**src/rtl/apb_master_8bit.sv**
```systemverilog
// apb_master_8bit: APB3 initiator. It turns single register commands into
// SETUP/ACCESS transfers, honours pready wait states, and returns one
// response pulse per transfer.
//
// Optional feature: define APB_MASTER_TIMEOUT_EN to abort a transfer after
// TIMEOUT consecutive ACCESS cycles with pready low.
//
// Ports:
//   pclk, preset          clock (rising edge), async active-high reset
//   cmd_valid/cmd_ready   command handshake (cmd_ready combinational on pready)
//   cmd_write/addr/wdata  command payload
//   rsp_valid             one-cycle completion pulse
//   rsp_rdata/err/timeout response fields, 0 outside rsp_valid
//   err_count             saturating count of error responses
//   psel/penable/pwrite/paddr/pwdata  APB request
//   prdata/pready/pslverr APB completer returns
module apb_master_8bit #(
  parameter int unsigned DATA_WIDTH = 8,
  parameter int unsigned ADDR_WIDTH = 3,
  parameter int unsigned TIMEOUT    = 16
) (
  input  logic                  pclk,
  input  logic                  preset,
  input  logic                  cmd_valid,
  output logic                  cmd_ready,
  input  logic                  cmd_write,
  input  logic [ADDR_WIDTH-1:0] cmd_addr,
  input  logic [DATA_WIDTH-1:0] cmd_wdata,
  output logic                  rsp_valid,
  output logic [DATA_WIDTH-1:0] rsp_rdata,
  output logic                  rsp_err,
  output logic                  rsp_timeout,
  output logic [7:0]            err_count,
  output logic                  psel,
  output logic                  penable,
  output logic                  pwrite,
  output logic [ADDR_WIDTH-1:0] paddr,
  output logic [DATA_WIDTH-1:0] pwdata,
  input  logic [DATA_WIDTH-1:0] prdata,
  input  logic                  pready,
  input  logic                  pslverr
);

  localparam int unsigned ERR_W = 8;

  typedef enum logic [1:0] {
    ST_IDLE   = 2'd0,
    ST_SETUP  = 2'd1,
    ST_ACCESS = 2'd2
  } state_e;

  state_e                state_q, state_d;
  logic                  psel_q, psel_d;
  logic                  penable_q, penable_d;
  logic                  pwrite_q, pwrite_d;
  logic [ADDR_WIDTH-1:0] paddr_q, paddr_d;
  logic [DATA_WIDTH-1:0] pwdata_q, pwdata_d;
  logic                  rsp_valid_q, rsp_valid_d;
  logic [DATA_WIDTH-1:0] rsp_rdata_q, rsp_rdata_d;
  logic                  rsp_err_q, rsp_err_d;
  logic [ERR_W-1:0]      err_cnt_q, err_cnt_d;
  logic [ERR_W-1:0]      err_cnt_inc_c;
  logic                  cmd_accept_c;

`ifdef APB_MASTER_TIMEOUT_EN
  localparam int unsigned WAIT_W = (TIMEOUT > 1) ? $clog2(TIMEOUT) : 1;
  logic [WAIT_W-1:0]     wait_q, wait_d;
  logic                  rsp_timeout_q, rsp_timeout_d;
`else
  // TIMEOUT only matters when the timeout feature is built in
  logic [31:0]           timeout_unused;
  assign timeout_unused = 32'(TIMEOUT);
`endif

  // Gated by preset so every output reads 0 while reset is held
  assign cmd_ready    = !preset && ((state_q == ST_IDLE) ||
                                    ((state_q == ST_ACCESS) && pready));
  assign cmd_accept_c = cmd_valid && cmd_ready;

  assign err_cnt_inc_c = (err_cnt_q == {ERR_W{1'b1}}) ? err_cnt_q
                                                      : err_cnt_q + ERR_W'(1);

  // Next-state and registered-output computation
  always_comb begin
    state_d     = state_q;
    psel_d      = psel_q;
    penable_d   = penable_q;
    pwrite_d    = pwrite_q;
    paddr_d     = paddr_q;
    pwdata_d    = pwdata_q;
    rsp_valid_d = 1'b0;
    rsp_rdata_d = '0;
    rsp_err_d   = 1'b0;
    err_cnt_d   = err_cnt_q;
`ifdef APB_MASTER_TIMEOUT_EN
    wait_d        = wait_q;
    rsp_timeout_d = 1'b0;
`endif

    case (state_q)
      ST_IDLE: begin
        if (cmd_accept_c) begin
          pwrite_d  = cmd_write;
          paddr_d   = cmd_addr;
          pwdata_d  = cmd_wdata;
          psel_d    = 1'b1;
          penable_d = 1'b0;
          state_d   = ST_SETUP;
        end
      end

      ST_SETUP: begin
        psel_d    = 1'b1;
        penable_d = 1'b1;
        state_d   = ST_ACCESS;
`ifdef APB_MASTER_TIMEOUT_EN
        wait_d    = '0;
`endif
      end

      ST_ACCESS: begin
        if (pready) begin
          rsp_valid_d = 1'b1;
          rsp_err_d   = pslverr;
          rsp_rdata_d = pwrite_q ? '0 : prdata;
          if (pslverr) begin
            err_cnt_d = err_cnt_inc_c;
          end
          if (cmd_accept_c) begin
            // Back-to-back: psel stays high, new SETUP follows directly
            pwrite_d  = cmd_write;
            paddr_d   = cmd_addr;
            pwdata_d  = cmd_wdata;
            psel_d    = 1'b1;
            penable_d = 1'b0;
            state_d   = ST_SETUP;
          end else begin
            psel_d    = 1'b0;
            penable_d = 1'b0;
            state_d   = ST_IDLE;
          end
        end else begin
`ifdef APB_MASTER_TIMEOUT_EN
          // wait_q counts earlier low cycles; this is the TIMEOUT-th one
          if (wait_q == WAIT_W'(TIMEOUT - 1)) begin
            psel_d        = 1'b0;
            penable_d     = 1'b0;
            state_d       = ST_IDLE;
            rsp_valid_d   = 1'b1;
            rsp_err_d     = 1'b1;
            rsp_timeout_d = 1'b1;
            err_cnt_d     = err_cnt_inc_c;
          end else begin
            wait_d = wait_q + WAIT_W'(1);
          end
`endif
        end
      end

      default: begin
        psel_d    = 1'b0;
        penable_d = 1'b0;
        state_d   = ST_IDLE;
      end
    endcase
  end

  // State and output registers
  always_ff @(posedge pclk or posedge preset) begin
    if (preset) begin
      state_q     <= ST_IDLE;
      psel_q      <= 1'b0;
      penable_q   <= 1'b0;
      pwrite_q    <= 1'b0;
      paddr_q     <= '0;
      pwdata_q    <= '0;
      rsp_valid_q <= 1'b0;
      rsp_rdata_q <= '0;
      rsp_err_q   <= 1'b0;
      err_cnt_q   <= '0;
`ifdef APB_MASTER_TIMEOUT_EN
      wait_q        <= '0;
      rsp_timeout_q <= 1'b0;
`endif
    end else begin
      state_q     <= state_d;
      psel_q      <= psel_d;
      penable_q   <= penable_d;
      pwrite_q    <= pwrite_d;
      paddr_q     <= paddr_d;
      pwdata_q    <= pwdata_d;
      rsp_valid_q <= rsp_valid_d;
      rsp_rdata_q <= rsp_rdata_d;
      rsp_err_q   <= rsp_err_d;
      err_cnt_q   <= err_cnt_d;
`ifdef APB_MASTER_TIMEOUT_EN
      wait_q        <= wait_d;
      rsp_timeout_q <= rsp_timeout_d;
`endif
    end
  end

  assign psel      = psel_q;
  assign penable   = penable_q;
  assign pwrite    = pwrite_q;
  assign paddr     = paddr_q;
  assign pwdata    = pwdata_q;
  assign rsp_valid = rsp_valid_q;
  assign rsp_rdata = rsp_rdata_q;
  assign rsp_err   = rsp_err_q;
  assign err_count = err_cnt_q;
`ifdef APB_MASTER_TIMEOUT_EN
  assign rsp_timeout = rsp_timeout_q;
`else
  assign rsp_timeout = 1'b0;
`endif

endmodule

```
**config.mk**
```make
export PLATFORM = sky130hd
export DESIGN_NAME = apb_master_8bit
export DESIGN_NICKNAME = d
export VERILOG_FILES = /design/src/rtl/apb_master_8bit.sv
export SDC_FILE = /design/constraint.sdc
export NUM_CORES = 1
export LEC_CHECK = 0
export BUFFER_PORTS_ARGS = -buffer_cell sky130_fd_sc_hd__buf_2
export CAP_MARGIN = 20
export CELL_PAD_IN_SITES_DETAIL_PLACEMENT = 2
export CELL_PAD_IN_SITES_GLOBAL_PLACEMENT = 2
export CORE_MARGIN = 3
export CORE_UTILIZATION = 30
export CTS_BUF_LIST = sky130_fd_sc_hd__clkbuf_2
export DETAILED_ROUTE_END_ITERATION = 6
export MAX_ROUTING_LAYER = met4
export PLACE_DENSITY = 0.87
export SLEW_MARGIN = 20
export SYNTH_ARGS = -nofsm -noshare
export SYNTH_HDL_FRONTEND = slang
export SYNTH_SLANG_ARGS = --single-unit
```
**constraint.sdc**
```tcl
create_clock -name pclk -period 1.82 [get_ports pclk]
set_clock_uncertainty 0.1 [all_clocks]
set_input_delay 0.455 -clock pclk [delete_from_list [all_inputs] [get_ports pclk]]
set_output_delay 0.455 -clock pclk [all_outputs]
set_load 0.01 [all_outputs]
```
==> metrics.yaml, run 1 <==
crit_slowest_cell: "dfrtp_1"
grt_pass1_vias: 1065
initial_utilization_pct: 31.7
rsz0062_at_grt: "true"
wl_per_cell_um: 16.1
vias_per_cell: 4.56
async_flop_share_pct: 100
placed_cell_area_mm2: 0.00164
status: "finished, final reports clean"
cp-end-kind: "output port"
critPathLaunchType: "register"
antenna_found_initial: 0
numCtsBuffers: 5
placed_cells: 200
wl_met2_um: 1840
wl_met3_um: 200
irDropWorstVdd_mv: 0.436
hold_class: "input pin to asynchronous set/reset pin"
max_freq_ghz: 0.562
placementRows: 23
path_cells: "nor2b_4, nor3_4, buf_6"
die-area_mm2: 0.00514
yosysTopAreaCell: "dfrtp_1"
dr.pass1.iters: 3
netlist_area_mm2: 0.00129
fin_crit_sh_pct: 97.8
n_fill_cell: 444
criticalPathCategory: "register to output port"
synth_fp_nets: 119
crit_start: "state_q[1]"
area_growth_pct: 34.1
portBuffers: 57
hold_violations: 0
gp_congestion: 0.778
design.core.area_mm2: 0.00409
final-setup-viol-count: 0
track_usage_pct: 14.6
clkLatencyLatePin_ns: 0.37
syn_avg_cell_area_um2: 13.9
synth-edff-count: 0
ys_seq_elements: 33
drtIter0Drc: 27
drc: 0
period_minus_slack_ns: 1.78
met1_length_um: 1320
top_layer_used: "met4"
cp_slowest_stage_delay_ns: 0.44
synth.yosys.seq_area_share_pct: 63.8
synth.top_cell.area_share_pct: 63.8
p_per_area_mw_per_mm2: 1060
crit_path_max_fanout: 2
chipHeight_um: 71.7
fin_cells: 210
ys.flop_type: "dfrtp_1"
finalNetCount: 185
fin_area_mm2: 0.00174
cts_tree: "done"
detailroute.via_count: 958
path_buf_inv: 1
fin_setup_tns_ns: 0
cap_violations: 0
yosysMostFrequentCell: "dfrtp_1"
wl_um: 3370
regArea_um2: 827
slew_viol_final: 0
path_delay_family: "flip-flops"
leakagePower_nw: 0.953
htreeDepth: 2
ios: 59
dpl.hpwl_um: 2550
multi_input_area_um2: 445
ys_types: 21
synthCells: 93
cts.clk_slew.worst_paths_ns: 0.19
overflow: 0
diodes: 0
worstPathArrival_ns: 1.23
worst_ep_required_time_ns: 1.26
die_w_um: 71.7
clockBufferDepth: 2
ant_nets: 0
cts_sinks: 33
drive_gt1_share_pct: 55.6
cts-root-buf: "clkbuf_2"
yosysWarnings: 0
r2r-start: "err_count[0]"
grt_pass1_wl_um: 5440
synth_area_leaders: "dfrtp_1, mux2_2, xor2_1, and2_1, nor4_4"
yosys-top-cells-count: "dfrtp_1, mux2_2, and2_1"
grt_max_degree: 34
## layout make-up
class | instances | area share [%]
Inverter | 4 | 0.865
Clock inverter | 2 | 1.95
Multi-Input combinational cell | 54 | 25.7
Timing Repair Buffer | 61 | 18.5
Clock buffer | 6 | 1.73
Tap cell | 50 | 3.60
Sequential cell | 33 | 47.7
## cells by family after synthesis
logic type / after synthesis / synth area share (%)
buf+inv: 6 / 2.32
mux: 14 / 12.2
flops: 33 / 63.8
fa+ha+maj: 1 / 0.967
xor+xnor: 7 / 4.74
simple gates: 28 / 13.6
other cells: 1 / 0.290
compound gates: 3 / 2.03
## what timing repair did
item | in CTS | in global routing
endpoints found under the setup margin | 1 | 1
buffers inserted | 2 | 0
pin swaps | 1 | 1
cloned | 0 | 0
hold buffers | 0 | 0
resized for setup | 3 | 1
## layer usage
metal	GRT usage, %	vias to the layer above
met5	-	-
met4	5.01	0
met3	5.33	2
met2	23.2	33
met1	17.1	486
li1	-	437
## registers in the layout, summed over array words and instances (netlist names)
signal,flops
err_count,8
paddr,3
psel,1
pwdata,8
pwrite,1
rsp_err,1
rsp_rdata,8
rsp_valid,1
state_q,2
## worst reg2reg max path: cells and delay by family (launching register included)
family	cells	cell delay, ns
flip-flops	1	0.45
adder cells (fa/ha/maj)	1	0.19
AND/OR/NAND/NOR	1	0.18
AO/OA/AOI/OAI	1	0.35
multiplexers	1	0.37
## per-stage QoR
| stage | util (%) | setup slack [ns] | hold WS (ns) | power, mW |
|---|---|---|---|---|
| detailed placement | 40.2 | 0.0439 | 0.393 | 1.37 |
| finish | 42.5 | 0.0396 | 0.0737 | 1.83 |
| global placement | 40.2 | 0.130 | 0.375 | 1.33 |
| CTS | 42.4 | -0.0459 | 0.0417 | 1.88 |
| global route | 42.5 | -0.0800 | 0.0349 | 1.96 |
| floorplan | - | 0.196 | 0.422 | 1.15 |
## cell usage in the layout (no fill, tap or decap), drive strengths merged, types with 2 or more instances in the layout
master  instances
clkbuf          6
nand3           2
and2            8
inv             4
o21ai           3
nor3            4
mux2           14
nand2           6
nor2            4
dfrtp          33
xor2            6
buf            61
## report_power, final
part	internal (mW)	switching [mW]
registers	0.846	0.0877
clock network	0.235	0.247
logic	0.208	0.210
total	1.29	0.545
## worst paths after layout
| path | end | depth (start not counted) | slack, ns |
|---|---|---|---|
| hold reg to reg | pwdata[7] | 1 | 0.43 |
| max in group asynchronous | state_q[0] | 3 | 1.21 |
| setup / recovery | cmd_ready | 3 | 0.04 |
| setup reg to reg | err_count[1] | 4 | 0.09 |
| min in group pclk | rsp_rdata[3] | 2 | 0.19 |
| hold / removal | rsp_err | 3 | 0.07 |
(Power assumes the default switching activity.)
==> run 2, diff against run 1 <==
- CORE_UTILIZATION: 30 -> 32
- PLACE_DENSITY: 0.87 -> 0.92
- clock period: 1.82 -> 2.3 ns (I/O delays scaled with it)
==> run 2 against run 1 <==
Compared with the run above: non-clock buffer count decreased by 3; combinational power decreased by 25%; final cell count decreased by 3.3%; clock power decreased by 51%; power decreased by 30%; wire length decreased by 6.7%; global-route usage decreased by 0.18 points; sequential power decreased by 21%; die area decreased by 5.7%; via count decreased by 2.8%; first-iteration DRC count decreased by 11%; worst setup slack improved by 0.27 ns.
==> metrics.yaml, run 2 (synthesis gave the netlist of run 1 again) <==
period_minus_slack_ns: 1.99
wl_per_cell_um: 15.5
hold_violations: 0
track_usage_pct: 14.4
fin_setup_tns_ns: 0
crit_path_max_fanout: 6
worst_pin_slew_ns: 0.715
pwr-share-comb_pct: 24.4
drive_gt1_share_pct: 53.5
cp-end-kind: "output port"
slew_viol_final: 0
initial_utilization_pct: 34.3
clockBufferDepth: 2
detailroute.via_count: 931
ios: 59
switching_share_pct: 31.2
placed_cells: 197
n_fill_cell: 386
htreeDepth: 2
antenna_found_initial: 0
dr.pass1.iters: 4
numCtsBuffers: 5
final-setup-viol-count: 0
fin_cells: 203
grt_max_degree: 21
finalNetCount: 182
seqPwrFrac_pct: 57.5
regArea_um2: 826
portBuffers: 57
p_int_uw: 887
cts_tree: "done"
placementRows: 22
cts_sinks: 33
drtIter0Drc: 24
critPathLaunchType: "register"
layout_commonest_cell: "buf_2"
worst_ep_required_time_ns: 1.62
die_w_um: 69.6
diodes: 0
chipHeight_um: 69.6
vias_per_cell: 4.59
die-area_mm2: 0.00484
total_power_mw: 1.29
grt_pass1_vias: 1034
ctsHoldBuffers: 0
cts_setup_buffers: 0
clkLatencyLatePin_ns: 0.35
p_clk_share_pct: 18.2
dpl.hpwl_um: 2570
cap_violations: 0
fin_area_mm2: 0.00167
area_growth_pct: 29.4
cts-root-buf: "clkbuf_2"
slew_headroom_pct: 51.9
power.switching_uw: 402
grt_pass1_wl_um: 5270
drc: 0
status: "finished, final reports clean"
multi_input_area_um2: 438
cts.clk_slew.worst_paths_ns: 0.15
p_per_area_mw_per_mm2: 770
overflow: 0
cts_resized: 0
most-common-layout-cells: "buf_2, dfrtp_1, mux2_2"
gp_congestion: 0.731
criticalPathCategory: "register to output port"
max_freq_ghz: 0.502
rsz0062_at_grt: "false"
leakagePower_nw: 0.924
placed_cell_area_mm2: 0.00164
irDropWorstVdd_mv: 0.381
fin_crit_sh_pct: 86.6
wl_um: 3150
worstPathArrival_ns: 1.32
ant_nets: 0
hold_class: "input pin to asynchronous set/reset pin"
design.core.area_mm2: 0.00377
[run 2: changes by cell type in the layout (fill, tap and decap cells not counted), sizes merged]
cell,delta
bufinv,-1
clkbuf,-1
buf,-3
[run 2: metrics by stage]
stage / hold WS, ns / setup WS [ns] / util, %
floorplan: 0.422 / 0.622 / -
global placement: 0.380 / 0.485 / 43.6
detailed placement: 0.393 / 0.360 / 43.6
CTS: 0.176 / 0.256 / 44.4
global route: 0.192 / 0.177 / 44.4
finish: 0.177 / 0.309 / 44.4
[run 2: layout make-up]
class,count,share of cell area [%]
sequential,33,49.3
multi-input combinational,54,26.2
timing repair buffer,58,18.2
tap,48,3.59
clock buffer,5,1.49
inverter,4,0.897
clock inverter,1,0.299
[run 2: worst paths after layout]
kind | from | endpoint | slack (ns) | depth (start not counted)
setup / recovery | state_q[1] | cmd_ready | 0.31 | 3
hold / removal | preset | state_q[1] | 0.18 | 2
setup reg to reg | err_count[0] | err_count[1] | 0.59 | 4
hold reg to reg | err_count[7] | err_count[7] | 0.41 | 1
max in group asynchronous | preset | paddr[2] | 1.41 | 3
min in group pclk | prdata[0] | rsp_rdata[0] | 0.32 | 2
[run 2: power by group through the flow]
stage	combinational, mW	clock, mW	sequential [mW]
floorplan	0.126	0	0.785
global route	0.344	0.273	0.760
global placement	0.304	0	0.744
CTS	0.323	0.250	0.745
finish	0.314	0.234	0.741
detailed placement	0.322	0	0.756
[run 2: metal layers]
layer / share of wire [%] / up-vias / GRT usage [%]
met1: 40 / 462 / 16.5
met2: 52 / 38 / 23.7
met4: 1.0 / 0 / 3.90
met3: 7.2 / 6 / 5.36
li1: - / 425 / -
met5: 0 / - / -
[run 2: critical path, cell delays in order (launching register included)]
cell	delay, ns
dfrtp_1	0.44
nor2b_1	0.31
nor3_4	0.06
buf_2	0.15
==> run 3, diff against run 2 <==
- BUFFER_PORTS_ARGS: -buffer_cell sky130_fd_sc_hd__buf_2 -> not set
- CORE_UTILIZATION: 32 -> 40
- DONT_BUFFER_PORTS: not set -> 1
- PLACE_DENSITY: 0.92 -> 0.85
- clock period: 2.3 -> 2.22 ns (I/O delays scaled with it)
==> run 3 against run 2 <==
Compared with the run above: via count fell by 23%; register-to-register slack got worse by 0.13 ns; critical path depth decreased by 1; critical path type unchanged; sequential share of layout area grew 10 points; wire length shrank 18%; largest power group unchanged; sequential power rose by 12%; worst hold slack better by 0.038 ns; die area decreased by 18%; global-route usage increased by 0.88 points.
==> metrics.yaml, run 3 (synthesis gave the netlist of run 1 again) <==
status: "finished, final reports clean"
pre_cts_ws_ns: 0.446
critPathLaunchType: "register"
fin_crit_sh_pct: 86.5
slew_viol_final: 0
ios: 59
detailroute.via_count: 719
drc: 0
finalNetCount: 126
pwr-share-comb_pct: 12.3
diodes: 0
leakagePower_nw: 0.673
wl_per_cell_um: 18.1
grt_max_degree: 30
fin_setup_tns_ns: 0
chipHeight_um: 62.9
placed_cell_area_mm2: 0.00134
cts_sinks: 33
n_fill_cell: 325
portBuffers: 0
hold_class: "input pin to register"
crit_slowest_cell: "dfrtp_1"
slew_headroom_pct: 59.6
initial_utilization_pct: 42.0
clockBufferDepth: 2
cts-root-buf: "clkbuf_2"
drtIter0Drc: 23
cts_tree: "done"
layout_commonest_cell: "dfrtp_1"
p_per_area_mw_per_mm2: 886
dpl.hpwl_um: 1980
cp-end-kind: "output port"
wl_um: 2590
criticalPathCategory: "register to output port"
gp_congestion: 0.727
fin_area_mm2: 0.00138
worst_pin_slew_ns: 0.602
finalWorstSetupSlack_ns: 0.299
p_clk_share_pct: 20.0
cp_slowest_stage_delay_ns: 0.50
drive_gt1_share_pct: 26.3
irDropWorstVdd_mv: 0.381
cap_violations: 0
p_int_uw: 841
dr.pass1.iters: 5
path_cells: "nor2b_1, nor3_4"
track_usage_pct: 15.3
cts.clk_slew.worst_paths_ns: 0.16
numCtsBuffers: 5
grt_pass1_vias: 884
switching_share_pct: 31.2
overflow: 0
ant_nets: 0
area_growth_pct: 6.77
clkLatencyLatePin_ns: 0.36
power.switching_uw: 382
worst_ep_required_time_ns: 1.56
die-area_mm2: 0.00395
rsz0062_at_grt: "false"
antenna_found_initial: 0
max_freq_ghz: 0.521
period_minus_slack_ns: 1.92
placementRows: 20
design.core.area_mm2: 0.00308
final-setup-viol-count: 0
most-common-layout-cells: "dfrtp_1, mux2_2, and2_1"
hold_violations: 0
die_w_um: 62.9
crit_path_max_fanout: 6
grt_pass1_wl_um: 4470
vias_per_cell: 5.03
worstPathArrival_ns: 1.27
seqPwrFrac_pct: 67.7
htreeDepth: 2
-- run 3: cell count changes in the layout (fill, tap and decap cells not counted) --
cell           delta
dlygate4sd3_1     +1
buf_12            -1
buf_2            -57
buf_4             +1
-- run 3: area by class of cell --
| type | count | area, um^2 | share of cell area [%] |
|---|---|---|---|
| clock buffer | 5 | 25.0 | 1.81 |
| clock inverter | 1 | 5.00 | 0.362 |
| inverter | 4 | 15.0 | 1.09 |
| multi-input combinational | 54 | 438 | 31.7 |
| sequential | 33 | 826 | 59.8 |
| tap | 44 | 55.1 | 3.99 |
| timing repair buffer | 2 | 17.5 | 1.27 |
-- run 3: what timing repair did --
item | 4_1_cts | 5_1_grt
resized for setup | 0 | 0
endpoints found under the hold margin | 4 | 0
hold buffers | 1 | 0
setup buffers | 0 | 0
setup endpoints to repair | 0 | 0
-- run 3: worst paths after layout --
check | from | endpoint | slack [ns] | depth (start not counted)
setup / recovery | state_q[1] | cmd_ready | 0.30 | 2
hold / removal | prdata[0] | rsp_rdata[0] | 0.21 | 1
setup reg to reg | state_q[1] | pwdata[7] | 0.46 | 4
hold reg to reg | err_count[7] | err_count[7] | 0.49 | 1
max in group asynchronous | preset | pwrite | 0.98 | 3
min in group asynchronous | preset | pwdata[2] | 0.42 | 2
-- run 3: power groups by stage --
stage / sequential (mW) / combinational, mW / clock, mW
finish: 0.828 / 0.151 / 0.244
global route: 0.847 / 0.175 / 0.290
CTS: 0.832 / 0.156 / 0.261
detailed placement: 0.845 / 0.153 / 0
global placement: 0.838 / 0.141 / 0
floorplan: 0.814 / 0.131 / 0
-- run 3: per-stage QoR --
stage               util (%)  hold WS (ns)  instances  power [mW]
finish                  44.9         0.215        143        1.22
global route            44.9         0.172        143        1.31
CTS                     44.9         0.182        143        1.25
detailed placement      43.6         0.248        136       0.998
global placement        43.6         0.242        136       0.979
floorplan                  -         0.422         93       0.944
-- run 3: worst max-delay path: cells and delay by family (launching register included) --
kind          cells  cell delay [ns]
flops             1             0.50
simple gates      2             0.41
-- run 3: routing by layer --
layer	up-vias	routed length [um]	track usage, %
met2	37	1460	26.2
met5	-	0	-
met1	358	896	15.7
met3	5	210	6.47
met4	0	19	4.96
li1	319	-	-
